File: src/rtl/shift_pkg.sv
// Shared types for the sequential shift unit.
// Step opcodes, FSM states and default datapath sizes.
package shift_pkg;

    localparam int SH_W  = 16;
    localparam int SH_AW = 4;

    typedef enum logic [1:0] {
        SH_NONE = 2'b00,
        SH_LSL  = 2'b01,
        SH_LSR  = 2'b10,
        SH_ASR  = 2'b11
    } shift_op_t;

    typedef enum logic [1:0] {
        IDLE  = 2'b00,
        SHIFT = 2'b01,
        DONE  = 2'b10
    } state_t;

endpackage

File: src/rtl/shifter.sv
// Combinational one-bit shifter used as the step datapath.
// ASR refills the top bit from the current sign bit.
module shifter
    import shift_pkg::*;
#(
    parameter int W = SH_W
) (
    input  logic [W-1:0] in,
    input  shift_op_t    shift,
    output logic [W-1:0] sout
);

    always_comb begin
        sout = in;
        case (shift)
            SH_LSL:  sout = {in[W-2:0], 1'b0};
            SH_LSR:  sout = {1'b0, in[W-1:1]};
            SH_ASR:  sout = {in[W-1], in[W-1:1]};
            default: sout = in;
        endcase
    end

endmodule

File: src/rtl/shift_seq.sv
// Multi-cycle shift-by-N unit with a start/done handshake.
// Define SHIFT_SEQ_FAST2_EN to retire two steps per cycle.
module shift_seq
    import shift_pkg::*;
#(
    parameter int W  = SH_W,
    parameter int AW = SH_AW
) (
    input  logic          clk,
    input  logic          reset,
    input  logic          start,
    input  logic [W-1:0]  in,
    input  logic [1:0]    op,
    input  logic [AW-1:0] amt,
    output logic          busy,
    output logic          done,
    output logic [W-1:0]  sout,
    output logic          cout
);

    state_t        state;
    shift_op_t     op_q;
    logic [AW-1:0] cnt;
    logic [W-1:0]  step1;

    // Bit leaving the word when v is shifted one place by o.
    function automatic logic out_bit(
        input logic [W-1:0] v,
        input shift_op_t    o
    );
        return (o == SH_LSL) ? v[W-1] : v[0];
    endfunction

    shifter #(.W(W)) u_step0 (
        .in    (sout),
        .shift (op_q),
        .sout  (step1)
    );

`ifdef SHIFT_SEQ_FAST2_EN
    logic [W-1:0] step2;

    shifter #(.W(W)) u_step1 (
        .in    (step1),
        .shift (op_q),
        .sout  (step2)
    );
`endif

    assign busy = (state == SHIFT);
    assign done = (state == DONE);

    always_ff @(posedge clk) begin
        if (reset) begin
            state <= IDLE;
            op_q  <= SH_NONE;
            cnt   <= '0;
            sout  <= '0;
            cout  <= 1'b0;
        end else begin
            case (state)
                IDLE: begin
                    if (start) begin
                        sout  <= in;
                        cout  <= 1'b0;
                        op_q  <= shift_op_t'(op);
                        cnt   <= (op == 2'b00) ? '0 : amt;
                        state <= SHIFT;
                    end
                end
                SHIFT: begin
                    if (cnt == '0) begin
                        state <= DONE;
`ifdef SHIFT_SEQ_FAST2_EN
                    end else if (cnt >= AW'(2)) begin
                        sout <= step2;
                        cout <= out_bit(step1, op_q);
                        cnt  <= cnt - AW'(2);
`endif
                    end else begin
                        sout <= step1;
                        cout <= out_bit(sout, op_q);
                        cnt  <= cnt - AW'(1);
                    end
                end
                DONE: begin
                    state <= IDLE;
                end
                default: begin
                    state <= IDLE;
                end
            endcase
        end
    end

endmodule

File: config.mk
export PLATFORM = sky130hd
export DESIGN_NAME = shift_seq
export DESIGN_NICKNAME = d
export VERILOG_FILES = /design/src/rtl/shift_pkg.sv /design/src/rtl/shifter.sv /design/src/rtl/shift_seq.sv
export SDC_FILE = /design/constraint.sdc
export NUM_CORES = 1
export LEC_CHECK = 0
export CAP_MARGIN = 40
export CORE_MARGIN = 2
export CORE_UTILIZATION = 48
export CTS_BUF_LIST = sky130_fd_sc_hd__clkbuf_8
export DETAILED_ROUTE_END_ITERATION = 16
export GPL_ROUTABILITY_DRIVEN = 0
export PLACE_DENSITY = 0.84
export REMOVE_ABC_BUFFERS = 1
export SLEW_MARGIN = 20
export SYNTH_ARGS = -nofsm -noshare
export SYNTH_HDL_FRONTEND = slang
export SYNTH_SLANG_ARGS = --single-unit
export TNS_END_PERCENT = 50
File: constraint.sdc
create_clock -name clk -period 2.38 [get_ports clk]
set_clock_uncertainty 0.05 [all_clocks]
set_input_delay 0.357 -clock clk [delete_from_list [all_inputs] [get_ports clk]]
set_output_delay 0.357 -clock clk [all_outputs]
set_load 0.05 [all_outputs]
==> flow_results.org <==
** Clocking
- Post-cts hold buffer count :: 0
- Clock Path Buffers :: 2
- Root buffer selected by CTS :: sky130_fd_sc_hd__clkbuf_8
- Post CTS Setup Buffer Count :: 0
- At the later pin of the worst-skew pair, clock insertion delay measures 0.27 ns.
- In this run the number of H-tree levels came out at 1.
- Clock sink count :: 25
- CTS buffer count :: 3
- Post-cts repair resize count :: 0
- Clock-pin slew on the worst setup and hold paths :: 0.09 ns
- TritonCTS built the clock tree.

** Timing
- The number of max-slew violations in the final report is 0.
- Final count of hold timing violations :: 0
- Based on the critical path, the design can be clocked at up to 487.6 MHz.
- Slew at the pin closest to its max-slew limit :: 0.7218 ns
- Setup violations remaining at the end of the flow were counted as 0.
- Final cycle utilization of the critical path :: 86.18%
- Min Tclk post-route :: 2.051 ns
- Headroom to the max-slew limit came out at 51.88%.
- Setup repair after global routing left no endpoint under its margin.
- Adding up every negative setup slack in the final design gives 0 ns.

** Synthesis
- EDFF count, synth :: 0
- Fraction of registers with async set or reset after synthesis :: 0%
- Portion of the post-synthesis area used by sequential elements :: 35.81%
- A synthesized cell averages 8.574 sq um.
- Top_reg_cell synth :: sky130_fd_sc_hd__dfxtp_1
- Counting every instance in the synthesized netlist gives 163.
- The Yosys step of the flow raised 0 warnings.
- After synthesis, the largest area contributor takes up 35.81% of total cell area.
- Library cells used by synthesis :: 36
- In this run the cell area of the synthesized design comes to 1398 sq um.
- After synthesis the netlist holds a flip-flop and latch count of 25.
- Sorting the synthesized cells by area gives the leading types as sky130_fd_sc_hd__dfxtp_1, sky130_fd_sc_hd__mux2i_1, sky130_fd_sc_hd__nand2_1.
- sky130_fd_sc_hd__dfxtp_1 takes more of the synthesized area than any other cell.

** Final layout
- Once layout is done, the placed cells without fillers occupy 1882 sq um.
- Share of layout cells above drive strength 1 :: 10.84%
- The area growth from synthesis to layout is 34.65%.
- Filler cells :: 228
- The top cell types in the final layout, fill and taps aside, are sky130_fd_sc_hd__clkdlybuf4s50_1, sky130_fd_sc_hd__nand2_1, sky130_fd_sc_hd__dfxtp_1, sky130_fd_sc_hd__mux2i_1, sky130_fd_sc_hd__a21oi_1.
- Number of nets in the layout :: 230
- Number of diodes added for antenna fixing :: 0
- The library cell used most frequently in the layout, excluding fill and tap cells, is sky130_fd_sc_hd__clkdlybuf4s50_1.

** Setup path
- Data arrival time of the critical path :: 1.64 ns
- In this design, the largest share of critical-path delay is due to buffers and inverters.
- Crit end category :: output pin
- The critical path is of the register to output pin type.
- Data on the critical path is required at its endpoint by 1.97 ns.
- Tracing the worst setup path back leads to its startpoint at state[0]$_SDFFE_PP0P_.
- Maximum fanout along the worst path :: 8
- Together, buffers and inverters on the worst path number 1.
- Crit-path cells :: and2b_1 -> clkdlybuf4s50_1
- Among all stages on the critical path, the largest delay is contributed by sky130_fd_sc_hd__clkdlybuf4s50_1.
- Nature of the critical path startpoint :: register
- Source of the worst register-to-register timing path :: cnt[0]$_SDFFE_PP0P_
- Critical path's largest stage delay :: 0.79 ns

** GRT
- Number of global-route vias before repair :: 1343
- Global routing consumed, on the met3 layer, 2.679% of the routing resources.
- Largest net degree at the start of global routing :: 27
- Met2 Usage GRT :: 37.18%
- Number of antenna violations at the first check in global routing :: 0
- The first global-routing pass estimated 5.837 mm of wire.
- Met1 track utilization from global routing :: 28.89%
- Across every metal layer, demand over resource in global routing totals 22.23%.
- After global routing the overflow that remains totals 0.
- Highest-utilization routing layer at the global route stage :: met2

** Power and ir drop
- The analysis attributes to net switching a power of 0.7080 mW.
- Of the total power, combinational logic draws 48.7%.
- Leakage :: 0.6744 nW
- Per report_power, the clock group accounts for 15.8% of the total.
- Switching share of total power :: 43.51%
- Peak VDD IR :: 0.6593 mV
- Cell internal power was estimated by the tool at 0.9192 mW.
- Sequential share of power :: 35.5%
- Power spread over the standard cell area amounts to 864.7 nW/um^2.

** Drt
- For this block, the routed nets add up to 3.565 mm of wire.
- In this run the remaining antenna-violating nets after routing total 0.
- First-pass iteration count of the detailed router :: 4
- DR DRC count :: 0
- Per-cell via count in the routed design :: 5.821
- Via Count :: 1362
- The detailed router finished its first iteration with 32 violations.
- Routed WL per cell :: 15.24 um

** Die
- Top-Level Pins :: 44
- The core region is 2758 sq um.
- Initial Util :: 50.68%
- Measured along the y axis, the die boundary spans 57.96 um.
- The floorplan step defined a die boundary enclosing 3359 sq um.
- The initialized floorplan defines 19 standard-cell rows.
- The floorplan step set the die width to 57.96 um.

** Min path
- The worst hold path begins at cout$_SDFFE_PP0P_.
- The min-delay analysis places its worst path in the category register to register.

** Placed design
- In this run the tool buffered the top-level ports with 43 buffer cells.
- The wire-length estimate of the detail-placed layout is 2.539 mm.
- Dpl cell area :: 1836 sq um

** Outcome
- Outcome :: finished, final reports clean

** Flow run
- Max-cap violations :: 0
-- stage by stage --
stage	instances	worst slack, ns	power (mW)	hold WS (ns)	utilization, %
2_1_floorplan	150	-0.06986	1.103	0.3694	-
3_3_place_gp	230	0.3119	1.344	0.4002	66.56
3_5_place_dp	230	0.2055	1.373	0.4082	66.56
4_1_cts	234	0.3242	1.629	0.4208	68.24
5_1_grt	234	0.2158	1.711	0.4405	68.24
6_report	234	0.3290	1.627	0.4162	68.24
-- path summary, 6_finish.rpt --
kind	to	slack, ns	cells past startpoint
worst max-delay path	done	0.33	2
worst min-delay path	cout$_SDFFE_PP0P_	0.42	2
worst max register to register	sout[3]$_SDFFE_PP0P_	0.33	6
worst min register to register	cout$_SDFFE_PP0P_	0.42	2
-- cell usage after synthesis (all sizes together), types with 2 or more instances --
master and number:
a211oi 6, nor3 2, inv 3, nand2 31, xnor2 2, mux2i 17, a221oi 2, nor2 10
buf 8, nand2b 3, clkbuf 5, a21oi 16, o211ai 14, and3 2, dfxtp 25
-- routing by layer --
metal  part of all wire, %  vias up  routed length, um
li1                      -      659                  -
met1                    43      652               1548
met2                    51       43               1808
met3                   4.2        8                151
met4                   1.6        0                 56
met5                     0        -                  0
-- tightest hold or removal path, stage by stage (launching register included) --
cell and delay, ns:
sky130_fd_sc_hd__dfxtp_1 0.32, sky130_fd_sc_hd__nand2_1 0.05, sky130_fd_sc_hd__a21oi_1 0.05
-- flip-flops by register name, indices dropped and copies added (netlist names) --
signal,cells
op_q,2
cnt,4
cout,1
state,2
sout,16
-- kinds of logic (layout without fill, tap and decap cells) --
logic type                 Yosys count  in the layout  share of synthesized area (%)
AOI/OAI and AO/OA                   43             43                          23.99
xor gates and xnor gates             2              2                          1.254
adders and majority gates            1              1                         0.8951
buffers and inverters               17             57                          6.356
DFF                                 25             25                          35.81
muxes                               17             17                          12.18
and+or+nand+nor                     58             58                          19.52
-- power by group through the flow --
stage	clock network [mW]	registers, mW	logic, mW
detailed placement	0	0.584	0.789
global placement	0	0.577	0.768
floorplan	0	0.754	0.349
CTS	0.261	0.575	0.793
finish	0.258	0.577	0.792
global route	0.274	0.588	0.848
-- final cells by class --
cell class	count	area [sq um]	share of cell area [%]
Timing Repair Buffer	49	473.0	25.13
Multi-Input combinational cell	121	808.3	42.95
Clock buffer	3	41.29	2.194
Clock inverter	1	5.005	0.2660
Tap cell	31	38.79	2.061
Inverter	4	15.01	0.7979
Sequential cell	25	500.5	26.60
(Power assumes the default switching activity.)
